`config.mk`:
```
export PLATFORM = sky130hd
export DESIGN_NAME = fetch_stage_flat
export DESIGN_NICKNAME = d
export VERILOG_FILES = /design/src/rtl/pipe_pkg.sv /design/src/rtl/fetch_stage_if.sv /design/src/rtl/fetch_skid_buf.sv /design/src/rtl/fetch_stage.sv /design/src/flat_wrapper.sv
export SDC_FILE = /design/constraint.sdc
export NUM_CORES = 1
export LEC_CHECK = 0
export CORE_MARGIN = 4
export CORE_UTILIZATION = 40
export CTS_BUF_LIST = sky130_fd_sc_hd__clkbuf_16
export DETAILED_ROUTE_END_ITERATION = 16
export HOLD_SLACK_MARGIN = 0.05
export PLACE_DENSITY = 0.78
export SLEW_MARGIN = 10
export SYNTH_ARGS = -nofsm -noshare
export SYNTH_HDL_FRONTEND = slang
export SYNTH_SLANG_ARGS = --single-unit
```
`constraint.sdc`:
```
create_clock -name clk -period 3.6 [get_ports clk]
set_input_delay 0.36 -clock clk [delete_from_list [all_inputs] [get_ports clk]]
set_output_delay 0.36 -clock clk [all_outputs]
set_load 0.02 [all_outputs]
```
`src/rtl/pipe_pkg.sv`:
```
// Shared pipeline definitions: datapath width, decode NOP encoding, fetch FSM states.
package pipe_pkg;
  localparam int unsigned XLEN = 32;
  localparam logic [XLEN-1:0] NOP_INSTR = 32'h0000_0020;

  typedef enum logic [1:0] {
    ISSUE = 2'd0,
    WAIT  = 2'd1,
    DRAIN = 2'd2,
    HOLD  = 2'd3
  } fetch_state_t;

  // Sequential PC step; wraps modulo 2^XLEN.
  function automatic logic [XLEN-1:0] pc_inc(input logic [XLEN-1:0] pc);
    return pc + {{(XLEN-1){1'b0}}, 1'b1};
  endfunction
endpackage

```
`src/rtl/fetch_stage_if.sv`:
```
// Instruction-memory request/acknowledge/response bus between fetch and imem.
interface fetch_stage_if;
  import pipe_pkg::*;

  logic            imem_req;
  logic [XLEN-1:0] imem_addr;
  logic            imem_ack;
  logic            imem_rvalid;
  logic [XLEN-1:0] imem_rdata;

  modport master (
    output imem_req, imem_addr,
    input  imem_ack, imem_rvalid, imem_rdata
  );

  modport slave (
    input  imem_req, imem_addr,
    output imem_ack, imem_rvalid, imem_rdata
  );
endinterface

```
`src/rtl/fetch_skid_buf.sv`:
```
// One-entry {instr, pcp1, valid} holding buffer for a response that found the output register full.
module fetch_skid_buf
  import pipe_pkg::*;
(
  input  logic            clk,
  input  logic            RST_N,
  input  logic            load,
  input  logic            unload,
  input  logic            clear,
  input  logic [XLEN-1:0] instr_in,
  input  logic [XLEN-1:0] pcp1_in,
  output logic [XLEN-1:0] instr,
  output logic [XLEN-1:0] pcp1,
  output logic            valid
);
  always_ff @(posedge clk or negedge RST_N) begin
    if (!RST_N) begin
      valid <= 1'b0;
      instr <= NOP_INSTR;
      pcp1  <= '0;
    end else if (clear) begin
      valid <= 1'b0;
    end else if (load) begin
      valid <= 1'b1;
      instr <= instr_in;
      pcp1  <= pcp1_in;
    end else if (unload) begin
      valid <= 1'b0;
    end
  end
endmodule

```
`src/rtl/fetch_stage.sv`:
```
// Instruction-fetch stage: owns the PC, one outstanding imem request, feeds the F/D register.
// Optional one-entry skid buffer enabled by defining FETCH_SKID_BUF_EN.
module fetch_stage
  import pipe_pkg::*;
#(
  parameter logic [XLEN-1:0] RESET_PC = 32'h0000_0000
) (
  input  logic              clk,
  input  logic              RST_N,
  input  logic              StallF,
  input  logic              BranchE,
  input  logic [XLEN-1:0]   BranchTargetE,
  fetch_stage_if.master     imem,
  output logic [XLEN-1:0]   IMRD,
  output logic [XLEN-1:0]   PCp1F,
  output logic              FlushD
);
  fetch_state_t    state, state_n;
  logic [XLEN-1:0] pc, pc_n, pc_p1;
  logic [XLEN-1:0] or_instr, or_instr_n;
  logic [XLEN-1:0] or_pcp1, or_pcp1_n;
  logic            or_valid, or_valid_n;
  logic            accepted, or_consumed, or_space;

`ifdef FETCH_SKID_BUF_EN
  logic            sk_load, sk_unload, sk_clear, sk_valid;
  logic [XLEN-1:0] sk_instr, sk_pcp1;

  fetch_skid_buf u_skid (
    .clk      (clk),
    .RST_N    (RST_N),
    .load     (sk_load),
    .unload   (sk_unload),
    .clear    (sk_clear),
    .instr_in (imem.imem_rdata),
    .pcp1_in  (pc_p1),
    .instr    (sk_instr),
    .pcp1     (sk_pcp1),
    .valid    (sk_valid)
  );
`endif

  assign pc_p1          = pc_inc(pc);
  assign imem.imem_req  = RST_N & (state == ISSUE);
  assign imem.imem_addr = pc;
  assign accepted       = imem.imem_req & imem.imem_ack;
  assign or_consumed    = or_valid & ~StallF & ~BranchE;
  assign or_space       = ~or_valid | or_consumed;

  assign IMRD   = or_valid ? or_instr : NOP_INSTR;
  assign PCp1F  = or_pcp1;
  assign FlushD = ~or_valid | BranchE;

  always_ff @(posedge clk or negedge RST_N) begin
    if (!RST_N) begin
      state    <= ISSUE;
      pc       <= RESET_PC;
      or_instr <= NOP_INSTR;
      or_pcp1  <= pc_inc(RESET_PC);
      or_valid <= 1'b0;
    end else begin
      state    <= state_n;
      pc       <= pc_n;
      or_instr <= or_instr_n;
      or_pcp1  <= or_pcp1_n;
      or_valid <= or_valid_n;
    end
  end

  always_comb begin
    state_n    = state;
    pc_n       = pc;
    or_instr_n = or_instr;
    or_pcp1_n  = or_pcp1;
    or_valid_n = or_valid & ~or_consumed;
`ifdef FETCH_SKID_BUF_EN
    sk_load    = 1'b0;
    sk_unload  = 1'b0;
    sk_clear   = 1'b0;
`endif
    if (BranchE) begin
      // Redirect: go to DRAIN only if a response is still owed after this edge.
      pc_n       = BranchTargetE;
      or_valid_n = 1'b0;
`ifdef FETCH_SKID_BUF_EN
      sk_clear   = 1'b1;
`endif
      case (state)
        ISSUE:   state_n = accepted ? DRAIN : ISSUE;
        WAIT:    state_n = imem.imem_rvalid ? ISSUE : DRAIN;
        DRAIN:   state_n = imem.imem_rvalid ? ISSUE : DRAIN;
        default: state_n = ISSUE;
      endcase
    end else begin
      case (state)
        ISSUE: if (accepted) state_n = WAIT;
        WAIT: if (imem.imem_rvalid) begin
          if (or_space) begin
            or_instr_n = imem.imem_rdata;
            or_pcp1_n  = pc_p1;
            or_valid_n = 1'b1;
            pc_n       = pc_p1;
            state_n    = ISSUE;
          end else begin
`ifdef FETCH_SKID_BUF_EN
            sk_load = 1'b1;
            state_n = HOLD;
`else
            state_n = ISSUE;
`endif
          end
        end
        DRAIN: if (imem.imem_rvalid) state_n = ISSUE;
`ifdef FETCH_SKID_BUF_EN
        HOLD: if (or_consumed && sk_valid) begin
          or_instr_n = sk_instr;
          or_pcp1_n  = sk_pcp1;
          or_valid_n = 1'b1;
          pc_n       = pc_p1;
          sk_unload  = 1'b1;
          state_n    = ISSUE;
        end
`endif
        default: state_n = ISSUE;
      endcase
    end
  end
endmodule

```
`src/flat_wrapper.sv`:
```
// flat-port wrapper written by rule: the top's interface ports become plain ports
module fetch_stage_flat import pipe_pkg::*;
#(
  parameter logic [XLEN-1:0] RESET_PC = 32'h0000_0000
)
  (clk, RST_N, StallF, BranchE, BranchTargetE, IMRD, PCp1F, FlushD, imem_imem_req, imem_imem_addr, imem_imem_ack, imem_imem_rvalid, imem_imem_rdata);
  fetch_stage_if imem_i ();
  input  logic clk;
  input  logic RST_N;
  input  logic StallF;
  input  logic BranchE;
  input  logic [XLEN-1:0] BranchTargetE;
  output logic [XLEN-1:0] IMRD;
  output logic [XLEN-1:0] PCp1F;
  output logic FlushD;
  output wire logic [$bits(imem_i.imem_req)-1:0] imem_imem_req;
  output wire logic [$bits(imem_i.imem_addr)-1:0] imem_imem_addr;
  input wire logic [$bits(imem_i.imem_ack)-1:0] imem_imem_ack;
  input wire logic [$bits(imem_i.imem_rvalid)-1:0] imem_imem_rvalid;
  input wire logic [$bits(imem_i.imem_rdata)-1:0] imem_imem_rdata;
  assign imem_imem_req = imem_i.imem_req;
  assign imem_imem_addr = imem_i.imem_addr;
  assign imem_i.imem_ack = imem_imem_ack;
  assign imem_i.imem_rvalid = imem_imem_rvalid;
  assign imem_i.imem_rdata = imem_imem_rdata;
  fetch_stage #(.RESET_PC(RESET_PC)) u_core (.clk(clk), .RST_N(RST_N), .StallF(StallF), .BranchE(BranchE), .BranchTargetE(BranchTargetE), .imem(imem_i), .IMRD(IMRD), .PCp1F(PCp1F), .FlushD(FlushD));
endmodule
```
==> Yosys cells after proc, flatten, opt, wreduce, memory -nomap -nowiden <==
Cells that the tools add are included.
{ "op_classes": {"eq_ne": 4, "reduce_logical": 8, "bitwise": 11, "add_sub_neg": 1, "muxes": 16} }
{ "ops": {"columns": ["operator", "count"], "rows": [
  ["32-bit 2-to-1 mux", 5],
  ["32-bit by 1-bit adder with 32-bit output, second input constant", 1],
  ["2-bit 2-to-1 mux", 5],
  ["2-bit case mux with 2 select lines", 2],
  ["2-bit nonzero test", 3],
  ["1-bit bitwise AND", 5],
  ["1-bit 2-to-1 mux", 4],
  ["1-bit NOT", 4],
  ["4-bit AND reduction", 1],
  ["3-bit by 1-bit inequality test with 1-bit output, second input constant", 1],
  ["3-bit by 2-bit inequality test with 1-bit output, second input constant", 1],
  ["3-bit AND reduction", 1],
  ["2-bit by 1-bit == test with 1-bit output, second input constant", 1],
  ["2-bit == test, second input constant", 1],
  ["2-bit zero test", 1],
  ["1-bit OR", 2],
  ["2-bit AND reduction", 1],
  ["2-bit OR reduction", 1]
]} }
{ "totals": {"register_bits": 99, "wordCells": 45, "input_bits": 70} }

==> Logic depth before layout (Yosys ltp) <==
{ "depth": {"word_depth": 9, "ltp_mapped": 8, "ltp_nobuf": 7} }

==> Worst setup path after synthesis <==
OpenSTA, ideal clock, no wires.
{ "synth_path": {"path_type": "reg2reg", "startpoint": "register u_core.pc[0] (netlist: u_core.imem.imem_addr[0])", "endpoint": "register u_core.pc[18] (netlist: u_core.imem.imem_addr[18])", "period_less_slack_ns": 2.120, "arrival_time_ns": 2.043, "stages_incl_launch_ff": 7, "slack_ns": 1.480, "path_cell_list": "dfrtp_1 -> ha_1 -> nand3_4 -> nor4_4 -> or3b_1 -> xor2_1 -> o21ai_1"} }
{ "synth_via": {"elab_chain_cells": 5} }
{ "synth_lines": {"columns": ["item", "line", "text"], "rows": [
  ["from (decl)", "fetch_stage.sv:19", "logic [XLEN-1:0] pc, pc_n, pc_p1;"],
  ["from (signal assigned)", "fetch_stage.sv:63", "pc <= pc_n;"],
  ["32-bit by 1-bit adder with 32-bit output", "pipe_pkg.sv:15", "return pc + {{(XLEN-1){1'b0}}, 1'b1};"],
  ["32-bit 2-to-1 mux", "fetch_stage.sv:98", "if (or_space) begin"],
  ["32-bit 2-to-1 mux", "fetch_stage.sv:97", "WAIT: if (imem.imem_rvalid) begin"],
  ["32-bit 2-to-1 mux", "fetch_stage.sv:95", "case (state)"],
  ["32-bit 2-to-1 mux", "fetch_stage.sv:81", "if (BranchE) begin"]
]} }
Every way passes these cells. The select of a mux whose other input is x is not followed.
A chain may end at the register's enable or synchronous reset.

==> Worst setup path after layout <==
{ "layout_path": {"startpoint": "register u_core.or_valid", "endpoint": "output port IMRD[30]"} }
{ "layout_via": {"elab_chain_cells": 1} }
{ "layout_lines": {"columns": ["item", "line", "text"], "rows": [
  ["from (decl)", "fetch_stage.sv:22", "logic or_valid, or_valid_n;"],
  ["from (signal assigned)", "fetch_stage.sv:66", "or_valid <= or_valid_n;"],
  ["32-bit 2-to-1 mux", "fetch_stage.sv:50", "assign IMRD = or_valid ? or_instr : NOP_INSTR;"],
  ["to (decl)", "flat_wrapper.sv:13", "output logic [XLEN-1:0] IMRD;"]
]} }
Every way passes these cells.

==> out/summary.md <==
The run finished with clean final reports. The path class of the tightest hold or removal check is in -> async. In this run the deepest clock path goes through 2 buffers. The logs give 13700 um for the total wire length after detailed routing and 0.00281 W for the internal power. For this run, the slowest stage of the critical path takes 0.93 ns. Once detail routing completed, the nets flagged for antenna violations numbered 0.

The total number of clock tree sinks came out at 99. The critical path capture point type is an output pin. Dividing the detail-routed wire length by the instance count gives 16.5 um.

The cell sitting at the root of the clock tree is a sky130_fd_sc_hd__clkbuf_16. sky130_fd_sc_hd__dfrtp_1 is the most common cell in the netlist. Setup violations remaining at the end of the flow were counted as 0.

The run gives 501 as the number of cells produced by synthesis. The logs give 0.401 GHz for the peak clock frequency supported by timing and 19.1% for the total global routing track utilization. The buffers inserted during post-CTS setup optimization was 0. Before antenna repair, the detailed router went through 5 iterations.

After clock tree synthesis, the clock-pin slew on the worst setup and hold paths is 0.07 ns. The area enclosed by the die boundary was 14300 um2. Summed over all nets, the half-perimeter wirelength after detailed placement is 10200 um.

For the post-synthesis instance area, the log shows 4980 um2. The synthesized design spends more area on one cell type than any other, namely sky130_fd_sc_hd__dfrtp_1. Met2 usage: 32.2%. After synthesis, the cell types taking the most area are sky130_fd_sc_hd__dfrtp_1 49%, sky130_fd_sc_hd__xor2_1 7.7%, sky130_fd_sc_hd__mux2_2 7.7%. Yosys printed 0 warnings.

The tools report the initial antenna violation count as 0. After global routing the overflow that remains totals 0. met2 is the most crowded layer. The final period demand of the worst path was 2.50 ns; the area used by sequential logic in the layout was 2480 um2. The top-level port count is 168, and the clock latency on the worst-skew pair is 0.34 ns.

The count of endpoints failing hold in the final timing report was 0; the share of synthesized flip-flops with an asynchronous set or reset was 100%. The number of hold buffers added after CTS was 0. The worst setup path is of the reg -> out kind. For the worst setup path, the data required time is 3.24 ns. The critical path goes through and2_1 -> clkdlybuf4s50_1.

From bottom edge to top edge, the die measures 120 um. The area growth from synthesis to layout was 43.0%. Synthesis produced a netlist with a net count of 575. 0 antenna diodes ended up in the layout. The total power per unit cell area was 586 nW/um2. The logs give 0 for the final max-slew violation count and 6820 um2 for the cell area after placement. The tools report the total via count in the routed design as 4172. For the number of maximum-capacitance violations, the log shows 0.

Commonest register cell after synthesis: sky130_fd_sc_hd__dfrtp_1. The run gives 52 as the largest net degree at the start of global routing. The arrival time reported for the critical path endpoint came out at 2.14 ns. The count of input and output buffers is 167.

Net switching is 32.7% of the power. The floorplan step set the die width to 120 um. In this run the core area contains 40 standard-cell rows.

Count of distinct cell types in the synthesized netlist: 33. For this configuration, the core starts out at a cell density of 41.1%. The clock arrives with 0.00842 ns of skew. Dividing the final minimum period by the clock period gives 69.3%. TritonCTS built the clock tree. Setup repair after global routing left no endpoint under its margin. The combinational cell fraction of total power came out at 33.9%. The cell leakage power was 2.80 nW; the routability congestion estimate was 0.837. Number of remaining DRC errors: 0.

The cell at the slowest stage of the critical path was sky130_fd_sc_hd__dfrtp_1. Adding up every negative setup slack in the final design gives 0 ns. Grouping stages by cell kind, the critical path spends the most delay in flip-flops. The share of total power dissipated in sequential elements is 42.8%. The finished cells cover 7120 um2. The tools report the global routing usage on met3 as 2.87%.

The share of the synthesized area in the top cell type was 48.8%. The largest vdd supply drop was 0.000306 V; the combined buffer and inverter count along the critical path was 1. For this run, the post-layout net count is 731. The average instance in the mapped netlist occupies 9.94 um2. The combined area of the multi-input logic cells was 2360 um2; the ratio of routed vias to standard cells was 5.03.

The DRC marker count from the first detailed-route iteration was 260; the fraction of final layout cells sized beyond drive strength 1 was 10.6%. Measured against its own limit, the worst slew margin works out to 34.8%. The share of total power dissipated in the clock network is 23.2%.

For this run, global-route usage on met1 was measured as 24.7%. The commonest cells after synthesis are 97 x sky130_fd_sc_hd__dfrtp_1, 55 x sky130_fd_sc_hd__nand2_1, 44 x sky130_fd_sc_hd__xor2_1, 39 x sky130_fd_sc_hd__nor2_1, 36 x sky130_fd_sc_hd__and2_1. STA classifies the critical path startpoint as a flop.

Synthesis inferred 99 register bits. Once the clock tree was built, the resizer swapped 0 gates to a different size. The global-route wire length before repair is 22100 um. Along the worst path, the maximum fanout reaches 35. The count of flip-flops with a built-in enable after synthesis is 0.

Summed over all nets, the switching power comes to 0.00137 W. After synthesis, flip-flops and latches occupy 49.8% of the total area. The tools report the area of the core as 12100 um2.

The via count of the first global-routing pass is 4413, and the H-tree depth is 3. At the pin with the least slew margin, the transition time is 0.971 ns. The number of clock buffers added by TritonCTS is 9.

Counting the fill cells in the layout gives 1058.
==> power by group through the flow <==
stage	combinational (W)	sequential [W]	clock [W]
floorplan	0.000497	0.00200	0
global route	0.00152	0.00184	0.00104
global placement	0.00139	0.00180	0
finish	0.00142	0.00179	0.000970
CTS	0.00144	0.00179	0.000984
detailed placement	0.00143	0.00181	0
==> path summary, 6_finish.rpt <==
check | startpoint | end | slack (ns) | cells after the start
min in group clk | u_core.PCp1F[0]$_DFFE_PN1P_ | u_core.PCp1F[0]$_DFFE_PN1P_ | 0.47 | 2
min | RST_N | u_core.PCp1F[18]$_DFFE_PN0P_ | 0.17 | 2
max | u_core.or_valid$_DFF_PN0_ | IMRD[30] | 1.10 | 2
max reg2reg | u_core.or_valid$_DFF_PN0_ | u_core.or_instr[18]$_DFFE_PN0P_ | 1.20 | 5
max in group asynchronous | RST_N | u_core.imem.imem_addr[6]$_DFFE_PN0P_ | 2.34 | 3
min reg2reg | u_core.PCp1F[0]$_DFFE_PN1P_ | u_core.PCp1F[0]$_DFFE_PN1P_ | 0.47 | 2
==> metal layers <==
layer,part of all wire [%],vias up
met5,0,-
li1,-,1993
met1,43,2032
met2,51,130
met4,2.0,0
met3,4.7,17
==> stage by stage <==
step                std cells  hold WS, ns  total power, W  util (%)  setup slack [ns]
finish                    830        0.168         0.00417      58.8              1.10
detailed placement        814        0.459         0.00324      56.3              1.12
CTS                       830        0.192         0.00422      58.8              1.06
global route              830        0.223         0.00440      58.8             0.931
global placement          814        0.455         0.00318      56.3              1.23
floorplan                 501       0.0644         0.00250         -              1.48
==> cell usage in the layout, fill, tap and decap left out, types with 2 or more instances in the layout <==
cell type / synthesis / routed
sky130_fd_sc_hd__clkdlybuf4s50_1: 0 / 165
sky130_fd_sc_hd__dfrtp_1: 97 / 97
sky130_fd_sc_hd__nand2_1: 55 / 55
sky130_fd_sc_hd__xor2_1: 44 / 44
sky130_fd_sc_hd__nor2_1: 39 / 38
sky130_fd_sc_hd__and2_1: 36 / 36
sky130_fd_sc_hd__a21oi_1: 35 / 34
sky130_fd_sc_hd__mux2_2: 34 / 34
sky130_fd_sc_hd__o21ai_0: 30 / 30
sky130_fd_sc_hd__nand4_1: 24 / 24
sky130_fd_sc_hd__nand3_1: 21 / 21
sky130_fd_sc_hd__xnor2_1: 17 / 17
sky130_fd_sc_hd__clkbuf_16: 0 / 9
sky130_fd_sc_hd__buf_4: 0 / 9
sky130_fd_sc_hd__nor3_1: 6 / 6
sky130_fd_sc_hd__inv_1: 5 / 5
sky130_fd_sc_hd__ha_1: 4 / 4
sky130_fd_sc_hd__nand2b_1: 3 / 3
sky130_fd_sc_hd__and3_1: 3 / 3
sky130_fd_sc_hd__clkinvlp_4: 0 / 3
sky130_fd_sc_hd__nor4_4: 2 / 2
sky130_fd_sc_hd__o21ai_1: 2 / 2
sky130_fd_sc_hd__mux2i_1: 2 / 2
sky130_fd_sc_hd__inv_6: 0 / 2
sky130_fd_sc_hd__dfstp_2: 2 / 2
==> state kept, by name, indices dropped and copies added, names as in the netlist <==
| register | flops |
|---|---|
| u_core.or_valid | 1 |
| u_core.state | 2 |
| u_core.imem.imem_addr | 32 |
| u_core.or_instr | 32 |
| u_core.PCp1F | 32 |
==> layout make-up <==
class / count / area share [%]
inverters: 5 / 0.264
repair buffers: 176 / 24.5
flip-flops and latches: 99 / 34.8
well taps: 168 / 2.95
clock inverters: 7 / 1.04
clock buffers: 9 / 3.16
multi-input cells: 366 / 33.2
==> cells by family after synthesis <==
| logic type | after synthesis | synth area share (%) |
|---|---|---|
| and+or+nand+nor | 197 | 20.6 |
| DFF | 99 | 49.8 |
| AOI/OAI and AO/OA | 68 | 6.89 |
| xor gates and xnor gates | 61 | 10.7 |
| buffers and inverters | 36 | 2.92 |
| muxes | 36 | 8.09 |
| adders and majority gates | 4 | 1.01 |
Note: power is estimated with default switching activity, not from simulation.
==> patch 1, RTL diff (same settings) <==
Change the package constant `XLEN` from 32 to 64.
--- a/src/rtl/pipe_pkg.sv
+++ b/src/rtl/pipe_pkg.sv
@@ -1,5 +1,5 @@
 // Shared pipeline definitions: datapath width, decode NOP encoding, fetch FSM states.
 package pipe_pkg;
-  localparam int unsigned XLEN = 32;
+  localparam int unsigned XLEN = 64;
   localparam logic [XLEN-1:0] NOP_INSTR = 32'h0000_0020;
 
Ports: changed (5 resized); port bits go from 168 to 328. The function was not compared with the original's and may differ.
==> patch 1 against the original RTL <==
Worst setup slack worse by 0.31 ns. Total power is 94% higher. Die area is 100% higher. Clock power is 100% higher. Synthesized cell count grew to 2.5 times the old value. Register-to-register slack worse by 0.41 ns. Area after synthesis is 110% higher. First-iteration DRC count grew to 4.4 times the old value. Count of clock-buffer cells in the layout is 8 higher. Sequential cell count is 96 higher. Cell area is 110% higher. Routed wire length grew to 2.7 times the old value. Combinational power is 89% higher.
==> patch 1: results (changes against the original RTL) <==
DRT Pass-1 Iters=8 (was 5); worst skew pair latency=0.44 ns (was 0.34 ns); Slew headroom=0.379 (was 0.348); antenna violations before repair=2 (was 0); Netlist cell types=50 (was 33); number of port buffers=327 (was 167); layout cells sized above 1=0.0536 (was 0.106); Worst Setup EP=u_core.PCp1F[60]$_DFFE_PN0P_ (was IMRD[30]); Worst Path Max Fanout=9 (was 35); Clock Pin Slew Worst Setup and Hold Paths=0.08 ns; Post-synth top cells=nand2_1 (347), dfrtp_1 (193), o21ai_0 (96) (was dfrtp_1 (97), nand2_1 (55), xor2_1 (44)); Synth Area in Adders=0.00471 (was 0.0101); total negative setup slack=0 ns (unchanged); mux contribution to synthesized area=0.0144 (was 0.0809); non-filler cells, final=1884 (was 830); DP Wirelength=27300 um (was 10200 um); cts repair resizes=0 (unchanged); root buffer cell=clkbuf_16 (unchanged); via count=10.3k (was 4172); combinational power=0.00268 W (was 0.00142 W); H-tree depth=4 (was 3); ranking of synthesized cells by area=dfrtp_1 (45%), nand2_1 (12%), o21ai_0 (4.5%) (was dfrtp_1 (49%), xor2_1 (7.7%), mux2_2 (7.7%)); Clock Tree Buf Depth=2 (unchanged); Critical Setup Path Class=reg -> reg (was reg -> out); Critical R2R Launch=u_core.imem.imem_addr[31]$_DFFE_PN0P_ (was u_core.or_valid$_DFF_PN0_); Synth top area share=0.455 (was 0.488); Seq/Total Area, Yosys=0.460 (was 0.498); DR WL/cell=19.6 um (was 16.5 um); Flop pwr share=0.430 (was 0.428); Worst EP arrival=3.11 ns (was 2.14 ns); Compound-Gate Fraction of Synth Area=0.0808 (was 0.0689); pre-CTS setup slack=0.860 ns (was 1.12 ns); peak supply drop=0.322 mV (was 0.306 mV); Sink Count=195 (was 99); outcome=finished clean (unchanged); Async SR Flop Fraction=1.00 (unchanged); pin count of the biggest net entering global routing=74 (was 52); Synthesis Warnings=0 (unchanged); fin nets=1674 (was 731); Synthesized Nets=1404 (was 575); cts bufs inserted=17 (was 9); Starting DRT DRC Count=1156 (was 260); DP Area=14100 sq um (was 6820 sq um); GRT Overall Usage=0.246 (was 0.191); post-route minimum period=2.81 ns (was 2.50 ns); clock skew=0.0150 ns (was 0.00842 ns); LEAKAGE=6.03 nW (was 2.80 nW); Reg2Reg Setup Slack=0.79 ns (was 1.20 ns); reg-to-reg critical path endpoint=u_core.PCp1F[60]$_DFFE_PN0P_ (was u_core.or_instr[18]$_DFFE_PN0P_); Synth Area in XOR/XNOR=0.0652 (was 0.107); power per standard cell area=549 nW/um^2 (was 586 nW/um^2); first-pass GRT wire length=56700 um (was 22100 um); Synth Instances=1266 (was 501); RePlAce Congestion=0.912 (was 0.837); sw power=0.00293 W (was 0.00137 W); worst hold slack=0.339 ns (was 0.168 ns)
[patch 1: area by class of cell]
class	instances	area [sq um]
timing repair buffer	353	3500
multi-input combinational	961	5310
clock buffer	17	425
antenna	1	2.50
fill	2298	11300
sequential	195	4880
inverter	8	30.0
clock inverter	14	168
tap	335	419
[patch 1: repair_timing]
item                      4_1_cts  5_1_grt
hold endpoints to repair       14        0
hold buffers                    1        0
setup buffers                   0        0
[patch 1: routing by layer]
| metal | GRT usage | part of all wire | routed length, um | vias to the layer above |
|---|---|---|---|---|
| met5 | 0 | 0.00033 | 12 | - |
| met4 | 0.0748 | 0.026 | 962 | 2 |
| met3 | 0.0645 | 0.095 | 3510 | 68 |
| met2 | 0.394 | 0.47 | 17400 | 496 |
| met1 | 0.331 | 0.41 | 15000 | 4867 |
| li1 | - | - | - | 4863 |
[patch 1: critical path, cell delays in order, from the launching register on]
cell and delay (ns):
dfrtp_1 0.61, nand4_1 0.33, nor4_1 0.87, nand4_1 0.46, mux2i_1 0.29, nand3_1 0.12
==> patch 2, RTL diff (same flow settings) <==
Made on the original files. Encoding of `fetch_state_t`: now Gray code (2 bits for 4 states).
--- a/src/rtl/pipe_pkg.sv
+++ b/src/rtl/pipe_pkg.sv
@@ -5,8 +5,8 @@
 
   typedef enum logic [1:0] {
-    ISSUE = 2'd0,
-    WAIT  = 2'd1,
-    DRAIN = 2'd2,
-    HOLD  = 2'd3
+    ISSUE = 2'b00,
+    WAIT  = 2'b01,
+    DRAIN = 2'b11,
+    HOLD  = 2'b10
   } fetch_state_t;
 
Behaviour: same outputs for any inputs over 4 cycles, from zero or initial values and one cycle with RST_N low; so few cycles prove little.
==> patch 2 against the original RTL <==
Maximum frequency rose by 0.45%. Sequential power shrank 4%. Highest routed layer unchanged. Final cell count fell by 1.3%. Worst setup slack improved by 0.011 ns. Total power decreased by 5.7%. Area after synthesis up 1.0%. Clock power fell by 3.1%. Cell area is 0.46% lower. Critical path type unchanged. Combinational power decreased by 9%. Largest cell class unchanged. Sequential share of layout area is 0.16 points higher. Sequential cell count stayed put. Routed wire length rose by 1.3%.
==> patch 2: results (changes against the original RTL) <==
GRT met1 Usage=0.249 (was 0.247); Synthesized Nets=572 (was 575); Seq/Total Area, Yosys=0.493 (was 0.498); DP Wirelength=10200 um (about the same); LEAKAGE=2.71 nW (was 2.80 nW); layout cells sized above 1=0.112 (was 0.106); first-pass GRT wire length=22300 um (was 22100 um); clock skew=0.00907 ns (was 0.00842 ns); Worst Setup EP=IMRD[19] (was IMRD[30]); Synthesis Warnings=0 (unchanged); Post-Route WL=13900 um (was 13700 um); GRT Overall Usage=0.194 (was 0.191); top_reg_cell synth=dfrtp_1 (unchanged); cts bufs inserted=9 (unchanged); Synth Instances=501 (unchanged); RePlAce Congestion=0.799 (was 0.837); met3 usage=0.0419 (was 0.0287); r2r worst-path depth=6 (was 5); worst min path class=in -> async (unchanged); Starting DRT DRC Count=249 (was 260); DP Cell Count=803 (was 814); H-tree depth=3 (unchanged); peak supply drop=0.260 mV (was 0.306 mV); outcome=finished clean (unchanged); vias in the first global route=4208 (was 4413); pin count of the biggest net entering global routing=69 (was 52); Worst EP arrival=2.12 ns (was 2.14 ns); Clock Pin Slew Worst Setup and Hold Paths=0.07 ns (about the same); non-filler cells, final=819 (was 830); fin nets=717 (was 731); number of port buffers=167 (unchanged); Fillers=1040 (was 1058); DRT Pass-1 Iters=4 (was 5); Post-synth top cells=dfrtp_1 (97), nand2_1 (50), xnor2_1 (47) (was dfrtp_1 (97), nand2_1 (55), xor2_1 (44)); Clock Tree Buf Depth=2 (unchanged); Ant. Diodes=0 (unchanged); Slew headroom=0.436 (was 0.348); Reg2Reg Setup Slack=1.14 ns (was 1.20 ns); reg-to-reg critical path endpoint=u_core.or_instr[26]$_DFFE_PN0P_ (was u_core.or_instr[18]$_DFFE_PN0P_); M2 GR Usage=0.332 (was 0.322); via count=4075 (was 4172); DP Area=6800 sq um (was 6820 sq um); ranking of synthesized cells by area=dfrtp_1 (48%), xnor2_1 (8.2%), mux2_2 (7.6%) (was dfrtp_1 (49%), xor2_1 (7.7%), mux2_2 (7.7%)); Netlist cell types=44 (was 33); Worst Setup SP=u_core.or_valid$_DFF_PN0_ (unchanged)
[patch 2: cell types whose count changed after synthesis, sizes merged, moves of 7 or more]
cell,delta
xnor2,+30
buf,+13
nand4,-11
xor2,-30
nor3,+7
nor4,+8
nand3,-14
[patch 2: cell type report]
cell class	count	area [sq um]	area share
timing repair buffer	174	1730	0.244
inverter	1	3.75	0.000530
tap	168	210	0.0297
clock buffer	9	225	0.0318
multi-input combinational	361	2370	0.335
clock inverter	7	61.3	0.00865
sequential	99	2480	0.350
[patch 2: cell families (layout without fill, tap and decap cells)]
kind of cell | after synthesis | after routing | share of synthesized area
multiplexers | 35 | 35 | 0.0781
XOR/XNOR | 61 | 61 | 0.106
buffers and inverters | 41 | 191 | 0.0363
flip-flops | 99 | 99 | 0.493
AO/OA/AOI/OAI | 67 | 67 | 0.0684
adder cells (fa/ha/maj) | 1 | 1 | 0.00249
AND/OR/NAND/NOR | 197 | 197 | 0.215
[patch 2: power breakdown]
part	switching, W	internal, W	total, W
combinational	0.000612	0.000678	0.00129
sequential	0.000250	0.00146	0.00171
clock	0.000409	0.000530	0.000940
total	0.00127	0.00267	0.00394
[patch 2: worst min-delay path by stage]
| stage | endpoint | slack, ns | depth (start not counted) |
|---|---|---|---|
| 6_report | u_core.imem.imem_addr[25]$_DFFE_PN0P_ | 0.18 | 2 |
| 5_1_grt | u_core.imem.imem_addr[25]$_DFFE_PN0P_ | 0.24 | 2 |
| 4_1_cts | u_core.PCp1F[20]$_DFFE_PN0P_ | 0.20 | 2 |
| 3_5_place_dp | u_core.or_instr[18]$_DFFE_PN0P_ | 0.49 | 1 |
| 3_3_place_gp | u_core.or_instr[4]$_DFFE_PN0P_ | 0.48 | 1 |
| 2_1_floorplan | u_core.PCp1F[10]$_DFFE_PN0P_ | 0.06 | 0 |
[patch 2: through the flow]
step | hold slack (ns) | power [W] | setup WS [ns] | utilization
final | 0.183 | 0.00394 | 1.12 | 0.583
after global routing | 0.238 | 0.00413 | 0.957 | 0.583
after CTS | 0.203 | 0.00397 | 1.09 | 0.583
after detailed placement | 0.488 | 0.00303 | 1.03 | 0.559
after global placement | 0.482 | 0.00297 | 1.10 | 0.559
after floorplan | 0.0644 | 0.00234 | 1.58 | -
[patch 2: critical path, cell delays in order (launching register included)]
cell,delay [ns]
dfrtp_1,0.90
and2_1,0.26
clkdlybuf4s50_1,0.62
[patch 2: per-layer routing]
layer | routed length (um) | vias to the layer above | share of wire
met3 | 680 | 15 | 0.049
li1 | - | 1990 | -
met2 | 7030 | 105 | 0.51
met4 | 182 | 0 | 0.013
met1 | 5960 | 1965 | 0.43
met5 | 0 | - | 0
